[src/rtl/clock_ratio_detector.sv]
// clock_ratio_detector
// Measures period and high time of a slow clock-like input in reference
// clk cycles, declares lock once the period repeats, and flags a stalled input.
module clock_ratio_detector #(
  parameter int CNT_W       = 8,
  parameter int SYNC_STAGES = 2,
  parameter int LOCK_COUNT  = 3,
  parameter int TIMEOUT     = 255
) (
  input  logic             clk,
  input  logic             rst,
  input  logic             sig_in,
  output logic             meas_valid,
  output logic [CNT_W-1:0] period,
  output logic [CNT_W-1:0] high_time,
  output logic             locked,
  output logic             lock_lost,
  output logic             stalled,
  output logic             is_pow2
);

  typedef enum logic [1:0] {
    S_IDLE,
    S_ARMED,
    S_MEASURE,
    S_LOCKED
  } state_t;

  localparam logic [CNT_W-1:0] TMO    = CNT_W'(TIMEOUT);
  localparam logic [CNT_W-1:0] TMO_M1 = CNT_W'(TIMEOUT - 1);
  localparam logic [4:0]       LOCK_N = 5'(LOCK_COUNT);

  state_t                 state;
  state_t                 state_n;
  logic [3:0]             match_cnt;
  logic [3:0]             match_n;
  logic [SYNC_STAGES-1:0] sync_q;
  logic                   s_sync;
  logic                   s_d;
  logic                   rise;
  logic [CNT_W-1:0]       cnt;
  logic [CNT_W-1:0]       hcnt;
  logic [CNT_W:0]         meas_ext;
  logic [CNT_W-1:0]       meas_period;
  logic                   same;
  logic                   tmo_hit;
  logic [4:0]             match_inc;
  logic                   take;
  logic                   stall;
  logic                   lost;

  // Synchroniser chain for the asynchronous input plus one delay flop for edge detect
  always_ff @(posedge clk) begin
    if (!rst) begin
      sync_q <= '0;
      s_d    <= 1'b0;
    end else begin
      sync_q <= {sync_q[SYNC_STAGES-2:0], sig_in};
      s_d    <= sync_q[SYNC_STAGES-1];
    end
  end

  assign s_sync = sync_q[SYNC_STAGES-1];
  assign rise   = s_sync & ~s_d;

  // Interval counter (saturates at TIMEOUT) and high-time counter (saturates at all-ones)
  always_ff @(posedge clk) begin
    if (!rst) begin
      cnt  <= '0;
      hcnt <= '0;
    end else if (rise) begin
      cnt  <= '0;
      hcnt <= CNT_W'(1);
    end else begin
      if (cnt != TMO)
        cnt <= cnt + 1'b1;
      if (s_sync && (hcnt != '1))
        hcnt <= hcnt + 1'b1;
    end
  end

  // Measured period with saturation at all-ones, compared against the previous one
  always_comb begin
    meas_ext    = {1'b0, cnt} + 1'b1;
    meas_period = meas_ext[CNT_W] ? '1 : meas_ext[CNT_W-1:0];
    same        = (meas_period == period);
    tmo_hit     = !rise && (cnt >= TMO_M1);
    match_inc   = {1'b0, match_cnt} + 5'd1;
  end

  // FSM state and match counter register
  always_ff @(posedge clk) begin
    if (!rst) begin
      state     <= S_IDLE;
      match_cnt <= '0;
    end else begin
      state     <= state_n;
      match_cnt <= match_n;
    end
  end

  // Next-state logic; a rise always wins over a coincident timeout
  always_comb begin
    state_n = state;
    match_n = match_cnt;
    case (state)
      S_IDLE: begin
        if (rise)
          state_n = S_ARMED;
      end
      S_ARMED: begin
        if (rise) begin
          state_n = S_MEASURE;
          match_n = '0;
        end else if (tmo_hit) begin
          state_n = S_IDLE;
          match_n = '0;
        end
      end
      S_MEASURE: begin
        if (rise) begin
          if (same) begin
            match_n = match_inc[3:0];
            if (match_inc >= LOCK_N)
              state_n = S_LOCKED;
          end else begin
            match_n = '0;
          end
        end else if (tmo_hit) begin
          state_n = S_IDLE;
          match_n = '0;
        end
      end
      S_LOCKED: begin
        if (rise) begin
          if (!same) begin
            state_n = S_MEASURE;
            match_n = '0;
          end
        end else if (tmo_hit) begin
          state_n = S_IDLE;
          match_n = '0;
        end
      end
      default: begin
        state_n = S_IDLE;
        match_n = '0;
      end
    endcase
  end

  // Output event decode from current state and input events
  always_comb begin
    take  = rise && (state != S_IDLE);
    stall = tmo_hit && (state != S_IDLE);
    lost  = rise && (state == S_LOCKED) && !same;
  end

  // Registered measurement outputs and event pulses; period/high_time hold on timeout
  always_ff @(posedge clk) begin
    if (!rst) begin
      meas_valid <= 1'b0;
      period     <= '0;
      high_time  <= '0;
      lock_lost  <= 1'b0;
      stalled    <= 1'b0;
    end else begin
      meas_valid <= take;
      lock_lost  <= lost;
      stalled    <= stall;
      if (take) begin
        period    <= meas_period;
        high_time <= hcnt;
      end
    end
  end

  // Lock flag and power-of-two classification of the locked period
  always_comb begin
    locked  = (state == S_LOCKED);
    is_pow2 = locked && (period != '0) && ((period & (period - 1'b1)) == '0);
  end

endmodule

[config.mk]
export PLATFORM = sky130hd
export DESIGN_NAME = clock_ratio_detector
export DESIGN_NICKNAME = d
export VERILOG_FILES = /design/src/rtl/clock_ratio_detector.sv
export SDC_FILE = /design/constraint.sdc
export NUM_CORES = 1
export LEC_CHECK = 0
export ABC_CLOCK_PERIOD_IN_PS = 2300
export BUFFER_PORTS_ARGS = -buffer_cell sky130_fd_sc_hd__buf_2
export CORE_ASPECT_RATIO = 0.8
export CORE_MARGIN = 1
export CORE_UTILIZATION = 53
export CTS_CLUSTER_DIAMETER = 120
export CTS_CLUSTER_SIZE = 14
export DETAILED_ROUTE_END_ITERATION = 10
export GPL_ROUTABILITY_DRIVEN = 0
export PLACE_DENSITY_LB_ADDON = 0.3
export SKIP_CTS_REPAIR_TIMING = 1
export SLEW_MARGIN = 20
export SYNTH_ARGS = -nofsm -noshare
export SYNTH_HDL_FRONTEND = slang
export SYNTH_SLANG_ARGS = --single-unit
[constraint.sdc]
create_clock -name clk -period 2.3 [get_ports clk]
set_input_delay 0.115 -clock clk [delete_from_list [all_inputs] [get_ports clk]]
set_output_delay 0.115 -clock clk [all_outputs]
set_load 0.01 [all_outputs]
==> load_flow_metrics.sql, run 1 <==
INSERT INTO impl_metrics (metric_group, metric, value, unit) VALUES
('clocking', 'htreeDepth', '2', ''),
('floorplan', 'boundaryPins', '24', ''),
('placement', 'number_of_buffers_inserted_by_port_buffering', '23', ''),
('floorplan', 'initial_core_util', '56.1', '%'),
('worst_setup_path', 'end_kind', 'flop', ''),
('pwr', 'irDropWorstVdd', '0.399', 'mV'),
('clocking', 'number_of_buffers_created_by_cts', '5', ''),
('pwr', 'p_per_area', '542', 'nW/um^2'),
('global_route', 'grt_first_pass_wirelength', '9060', 'um'),
('synth', 'synth_top_area_share', '36.9', '%'),
('timing', 'worst_clock_skew', '0.0103', 'ns'),
('synth', 'synth_async_sr_flop_share', '0', '%'),
('clocking', 'clock_root_buffer', 'clkbuf_8', ''),
('placement', 'dp.cells', '369', ''),
('worst_setup_path', 'worst-endpoint-arrival', '2.54', 'ns'),
('min_path', 'min-delay-path-class', 'in2reg', ''),
('worst_setup_path', 'worst_setup_path_start_kind', 'flop', ''),
('synth', 'postSynth.topFlopCell', 'dfxtp_1', ''),
('timing', 'setup_viol', '0', ''),
('timing', 'finalHoldViolCount', '0', ''),
('timing', 'max_slew_margin', '40.7', '%'),
('worst_setup_path', 'r2r-start', 'cnt[7]', ''),
('timing', 'unrepaired_setup_endpoints_after_global_routing', 'true', ''),
('timing', 'worst-slew-pin-transition', '0.884', 'ns'),
('global_route', 'initial_antenna_violation_count', '0', ''),
('timing', 'max_freq', '0.435', 'GHz'),
('worst_setup_path', 'worst-setup-path-type', 'reg2reg', ''),
('route', 'wl', '5720', 'um'),
('synth', 'ys_ff_latch', '44', ''),
('synth', 'synthMostInstantiatedCell', 'dfxtp_1', ''),
('worst_setup_path', 'critPathMaxStageDelay', '0.50', 'ns'),
('run_status', 'outcome', 'finished clean', ''),
('floorplan', 'rows', '21', ''),
('synth', 'synth_area_per_cell', '8.53', 'um^2'),
('route', 'drt_iter0_markers', '82', ''),
('route', 'detailroute.via_count', '2163', ''),
('cells_and_area', 'drive_above_1_share', '26.9', '%'),
('clocking', 'insertion_delay', '0.30', 'ns'),
('worst_setup_path', 'critical_path.n_buffers_inverters', '1', ''),
('pwr', 'report.power.total', '1.56', 'mW'),
('clocking', 'cts_tree', 'yes', ''),
('global_route', 'global_route.overflow_total', '0', ''),
('synth', 'count_of_flip_flops_with_a_built_in_enable_after_synthesis', '0', ''),
('timing', 'fin_hold_ws', '0.0166', 'ns'),
('synth', 'cell_count_after_synthesis', '280', ''),
('synth', 'synth_seq_area_share', '36.9', '%'),
('route', 'detailedRoute.firstPassIterationCount', '4', ''),
('route', 'drc', '0', ''),
('pwr', 'cellLeakagePower', '1.16', 'nW'),
('worst_setup_path', 'critical-path-top-delay-family', 'simple AND/OR/NAND/NOR gates', ''),
('cells_and_area', 'area_growth_syn_to_layout', '20.5', '%'),
('floorplan', 'floorplan.die_area', '4780', 'um^2'),
('cells_and_area', 'layout.cells.non_filler', '381', ''),
('floorplan', 'die_w', '77.0', 'um'),
('clocking', 'worst_setup_hold_path_clk_slew', '0.08', 'ns'),
('floorplan', 'core', '4260', 'um^2'),
('worst_setup_path', 'worstSetupStartpoint', 'cnt[7]', ''),
('placement', 'dp_hpwl', '3910', 'um'),
('cells_and_area', 'nFillCells', '384', ''),
('worst_setup_path', 'crit_path_max_fanout', '10', ''),
('cells_and_area', 'num_antenna_cells', '0', ''),
('floorplan', 'die_y', '62.0', 'um'),
('worst_setup_path', 'required', '2.54', 'ns'),
('job', 'maxCapViolCount', '0', ''),
('synth', 'synth.cells.most_frequent', 'dfxtp_1 (44), nand2_1 (39), nor2_1 (28)', ''),
('clocking', 'cts_buffer_depth', '2', ''),
('global_route', 'gr-usage-all-layers', '25.0', '%'),
('cells_and_area', 'design.final.nets', '331', ''),
('synth', 'synth_cell_types', '59', ''),
('min_path', 'hold_path_startpoint', 'sig_in', ''),
('timing', 'finalSetupTns', '0', 'ns');
final timing paths:
path | endpoint | slack, ns | cells after the start
worst max-delay path | match_cnt[3] | 0.002 | 7
worst min-delay path | sync_q[0] | 0.02 | 2
worst max register to register | match_cnt[3] | 0.002 | 7
worst min register to register | sync_q[1] | 0.45 | 1
layout by cell type (no fill, tap or decap), types with 4 or more instances in the layout:
cell      instances
a21boi_0         11
a21oi_1           5
and2_1            7
buf_2            23
buf_4            27
clkbuf_8          6
dfxtp_1          39
ha_1              4
inv_1             7
nand2_1          38
nand2b_1          4
nand3_1          11
nand4_1           5
nor2_1           28
nor2b_1           5
nor3_1            9
o211a_1           4
o21ai_0          14
xnor2_1           6
xor2_1            7
per-layer routing:
metal  routed length, um  vias to the layer above  GRT usage (%)
li1                    -                     1081              -
met1                2670                     1020           33.3
met2                2640                       58           41.7
met3                 373                        4           6.72
met4                  34                        0           4.85
met5                   0                        -              0
logic make-up (layout without fill, tap and decap cells):
group,count (synthesis),in the layout,synth area share [%]
simple gates,128,128,27.9
flops,44,44,36.9
xor+xnor,13,13,4.77
fa+ha+maj,6,6,3.04
mux,3,3,1.31
compound gates,65,65,20.2
buf+inv,21,65,5.82
per-stage QoR:
| stage | setup slack, ns | cell area (um^2) | util (%) |
|---|---|---|---|
| 2_1_floorplan | 0.0205 | 2390 | - |
| 3_3_place_gp | 0.0776 | 2640 | 62.0 |
| 3_5_place_dp | -0.118 | 2640 | 62.0 |
| 4_1_cts | -0.151 | 2760 | 64.9 |
| 5_1_grt | -0.0997 | 2880 | 67.6 |
| 6_report | 0.00241 | 2880 | 67.6 |
state kept, by name, summed over array words and instances, names as in the netlist:
name and count:
cnt 8, hcnt 8, high_time 8, period 8, match_cnt 4, state 2
sync_q 2, lock_lost 1, meas_valid 1, s_d 1, stalled 1
worst reg2reg max path: stages, from the launching register on:
cell and delay (ns):
dfxtp_1 0.33, buf_4 0.17, or4_1 0.50, a32o_2 0.27
nor4_4 0.30, nand3_4 0.18, o31ai_4 0.31, a31o_1 0.17
where the power goes:
group	internal [mW]	leakage, nW	switching (mW)	total [mW]
combinational	0.0717	0.742	0.0831	0.155
clock	0.355	0.0614	0.262	0.617
sequential	0.772	0.358	0.0152	0.787
area by class of cell:
| class | instances | area [um^2] | area share [%] |
|---|---|---|---|
| Inverter | 7 | 26.3 | 0.913 |
| Multi-Input combinational cell | 215 | 1450 | 50.3 |
| Timing Repair Buffer | 50 | 318 | 11.0 |
| Tap cell | 57 | 71.3 | 2.48 |
| Clock inverter | 2 | 38.8 | 1.35 |
| Clock buffer | 6 | 82.6 | 2.87 |
| Sequential cell | 44 | 892 | 31.0 |
No activity file was read; power rests on OpenSTA's default activity.
==> run 2: changes to the inputs <==
--- a/config.mk
+++ b/config.mk
@@ -5,11 +5,12 @@
 export SDC_FILE = /design/constraint.sdc
 export NUM_CORES = 1
 export LEC_CHECK = 0
+export ABC_AREA = 1
 export ABC_CLOCK_PERIOD_IN_PS = 2300
 export BUFFER_PORTS_ARGS = -buffer_cell sky130_fd_sc_hd__buf_2
 export CORE_ASPECT_RATIO = 0.8
 export CORE_MARGIN = 1
-export CORE_UTILIZATION = 53
+export CORE_UTILIZATION = 52
 export CTS_CLUSTER_DIAMETER = 120
 export CTS_CLUSTER_SIZE = 14
 export DETAILED_ROUTE_END_ITERATION = 10
==> load_flow_metrics.sql, run 2 <==
INSERT INTO impl_metrics (metric_group, metric, value, unit) VALUES
('global_route', 'grt_max_degree', '21', ''),
('route', 'detailroute.via_count', '2014', ''),
('pwr', 'report.power.total', '1.56', 'mW'),
('clocking', 'cts_tree', 'yes', ''),
('run_status', 'outcome', 'finished clean', ''),
('synth', 'synth_area_per_cell', '6.98', 'um^2'),
('synth', 'netlist_area', '2190', 'um^2'),
('worst_setup_path', 'worst-setup-path-type', 'reg2reg', ''),
('worst_setup_path', 'critical-path-top-delay-family', 'simple AND/OR/NAND/NOR gates', ''),
('route', 'avgRoutedWirePerCell', '12.3', 'um'),
('worst_setup_path', 'r2r-start', 'cnt[0]', ''),
('cells_and_area', 'design.final.nets', '347', ''),
('worst_setup_path', 'worst-endpoint-arrival', '2.23', 'ns'),
('global_route', 'global_route.overflow_total', '0', ''),
('floorplan', 'rows', '20', ''),
('timing', 'maxSlewViolCount', '0', ''),
('floorplan', 'floorplan.die_area', '4470', 'um^2'),
('route', 'dr.max_layer_used', 'met4', ''),
('cells_and_area', 'layout.cells.most_common_list', 'nand2_1 (53), inv_1 (47), nor2_1 (43), dfxtp_1 (42)', ''),
('route', 'drc', '0', ''),
('worst_setup_path', 'crit_path_frequent_cell', 'nand2_1', ''),
('synth', 'synth_top_cell_by_area', 'dfxtp_1', ''),
('job', 'maxCapViolCount', '0', ''),
('timing', 'finalSetupTns', '0', 'ns'),
('route', 'ant_nets', '0', ''),
('route', 'drt-vias-per-instance', '5.10', ''),
('floorplan', 'core', '3900', 'um^2'),
('worst_setup_path', 'worst_setup_path_start_kind', 'flop', ''),
('synth', 'ys_ff_latch', '44', ''),
('timing', 'unrepaired_setup_endpoints_after_global_routing', 'false', ''),
('min_path', 'min-delay-path-class', 'in2reg', ''),
('worst_setup_path', 'crit_chain', 'ha_2 > nand3_2 > inv_2 > nand2_4 > inv_1 > nor2_1 > nand2_1 > nand2_1 > nand2_1 > nor2_4 > nand3_2 > nand2_4 > inv_2 > o21ai_1 > nor2_1', ''),
('pwr', 'internal_power', '1.19', 'mW'),
('cells_and_area', 'design_area', '2490', 'um^2'),
('placement', 'number_of_buffers_inserted_by_port_buffering', '23', ''),
('clocking', 'number_of_buffers_created_by_cts', '5', ''),
('clocking', 'clock_sinks', '44', ''),
('timing', 'worst_clock_skew', '0.0138', 'ns'),
('route', 'routedLengthMet1', '2560', 'um'),
('route', 'drt_iter0_markers', '200', ''),
('route', 'detailedRoute.firstPassIterationCount', '4', ''),
('timing', 'layout_worst_path_cycle_share', '88.9', '%'),
('cells_and_area', 'layout_commonest_cell', 'nand2_1', ''),
('synth', 'synth.cells.most_frequent', 'nand2_1 (53), inv_1 (47), dfxtp_1 (44)', ''),
('clocking', 'insertion_delay', '0.30', 'ns'),
('synth', 'count_of_flip_flops_with_a_built_in_enable_after_synthesis', '0', ''),
('synth', 'synth-warning-count', '0', ''),
('timing', 'max_freq', '0.489', 'GHz'),
('global_route', 'grt_first_pass_wirelength', '7870', 'um'),
('timing', 'finalHoldViolCount', '0', ''),
('cells_and_area', 'multi_input_comb_area', '1100', 'um^2'),
('global_route', 'gr-usage-all-layers', '23.3', '%'),
('cells_and_area', 'area_growth_syn_to_layout', '14.0', '%'),
('worst_setup_path', 'worstSetupStartpoint', 'cnt[0]', ''),
('synth', 'synth.area.top_cells', 'dfxtp_1 (40%), nand2_1 (9.1%), inv_1 (8.1%), nor2_1 (7.4%), a21oi_1 (5.7%)', ''),
('timing', 'max_slew_margin', '62.2', '%'),
('synth', 'postSynth.topFlopCell', 'dfxtp_1', ''),
('timing', 'min_period', '2.05', 'ns'),
('floorplan', 'boundaryPins', '24', ''),
('route', 'routed-wl-met3', '192', 'um'),
('cells_and_area', 'drive_above_1_share', '14.4', '%'),
('pwr', 'power.combinational.fraction', '8.8', '%'),
('pwr', 'power.share.clock', '39.9', '%'),
('synth', 'cell_count_after_synthesis', '313', ''),
('worst_setup_path', 'max_stage_delay_cell_worst_path', 'dfxtp_2', ''),
('route', 'wl', '4860', 'um'),
('global_route', 'initial_antenna_violation_count', '0', ''),
('synth', 'synth_top_area_share', '40.3', '%'),
('synth', 'synth_seq_area_share', '40.3', '%'),
('worst_setup_path', 'critPathMaxStageDelay', '0.35', 'ns'),
('floorplan', 'die_y', '60.0', 'um'),
('worst_setup_path', 'crit_path_max_fanout', '13', ''),
('clocking', 'clock_root_buffer', 'clkbuf_8', ''),
('global_route', 'first_global_vias', '1709', ''),
('worst_setup_path', 'required', '2.49', 'ns'),
('synth', 'synth_cell_types', '30', ''),
('pwr', 'seq_power_share', '51.4', '%'),
('cells_and_area', 'nFillCells', '378', ''),
('placement', 'placed_cell_area', '2350', 'um^2'),
('pwr', 'irDropWorstVdd', '0.382', 'mV'),
('synth', 'synthMostInstantiatedCell', 'nand2_1', ''),
('worst_setup_path', 'critical_path.n_buffers_inverters', '3', ''),
('placement', 'dp_hpwl', '3450', 'um'),
('pwr', 'p_per_area', '626', 'nW/um^2'),
('timing', 'worst-slew-pin-transition', '0.566', 'ns'),
('cells_and_area', 'num_antenna_cells', '0', ''),
('min_path', 'hold_path_startpoint', 'sig_in', ''),
('pwr', 'cellLeakagePower', '1.23', 'nW'),
('cells_and_area', 'ff_latch_area', '883', 'um^2'),
('clocking', 'htreeDepth', '2', ''),
('clocking', 'cts_buffer_depth', '2', ''),
('worst_setup_path', 'end_kind', 'flop', ''),
('pwr', 'swShare', '23.9', '%'),
('synth', 'synth_async_sr_flop_share', '0', '%'),
('pwr', 'switchingPower', '0.373', 'mW'),
('route', 'detailroute.wirelength.met2', '2060', 'um'),
('clocking', 'worst_setup_hold_path_clk_slew', '0.08', 'ns'),
('synth', 'synth_fp_nets', '321', ''),
('timing', 'setup_viol', '0', ''),
('floorplan', 'initial_core_util', '56.0', '%'),
('floorplan', 'die_w', '74.5', 'um');
-- run 2: cell types whose count changed in the layout (fill, tap and decap cells not counted), moves of 11 or more --
cell	change
nand3_1	+14
buf_4	-25
a21boi_0	-11
nand2_1	+15
a21oi_1	+20
inv_1	+40
nor2_1	+15
-- run 2: power groups by stage --
stage | Combinational, mW | Sequential, mW | Clock, mW
4_1_cts | 0.135 | 0.800 | 0.636
3_5_place_dp | 0.133 | 0.818 | 0
5_1_grt | 0.154 | 0.805 | 0.667
6_report | 0.137 | 0.802 | 0.622
2_1_floorplan | 0.101 | 0.815 | 0
3_3_place_gp | 0.131 | 0.817 | 0
-- run 2: logic make-up after synthesis --
group                      synth area share [%]
DFF                                        40.3
AOI/OAI and AO/OA                          14.9
buffers and inverters                      9.96
and+or+nand+nor                            28.4
xor gates and xnor gates                   3.55
adders and majority gates                  2.86
-- run 2: worst reg2reg max path: cells and delay by family, from the launching register on --
family,cells,cell delay [ns]
simple gates,10,1.07
flops,1,0.35
fa+ha+maj,1,0.21
buf+inv,3,0.20
compound gates,1,0.12
-- run 2: path summary, 6_finish.rpt --
path | to | slack [ns] | cells after the start
worst max-delay path | match_cnt[3] | 0.25 | 15
worst min-delay path | sync_q[0] | 0.005 | 3
worst max register to register | match_cnt[3] | 0.25 | 15
worst min register to register | sync_q[1] | 0.42 | 2
-- run 2: per-stage QoR --
| step | cells | hold slack, ns | setup slack, ns | util, % |
|---|---|---|---|---|
| floorplan | 313 | 0.213 | 0.467 | - |
| global placement | 387 | 0.296 | 0.271 | 60.3 |
| detailed placement | 387 | 0.304 | 0.176 | 60.3 |
| CTS | 395 | 0.00485 | 0.133 | 63.4 |
| global route | 395 | 0.00590 | 0.0509 | 63.8 |
| finish | 395 | 0.00539 | 0.254 | 63.8 |
-- run 2: layout make-up --
type	instances	share of cell area [%]
tap	55	2.76
timing repair buffer	25	5.22
multi-input combinational	213	44.2
clock inverter	2	1.56
sequential	44	35.4
clock buffer	6	3.31
inverter	50	7.53
-- run 2: layer usage --
layer | global-route usage [%] | vias to the layer above
li1 | - | 1058
met3 | 4.72 | 7
met4 | 6.47 | 0
met2 | 32.6 | 35
met1 | 36.0 | 914
met5 | 0 | -
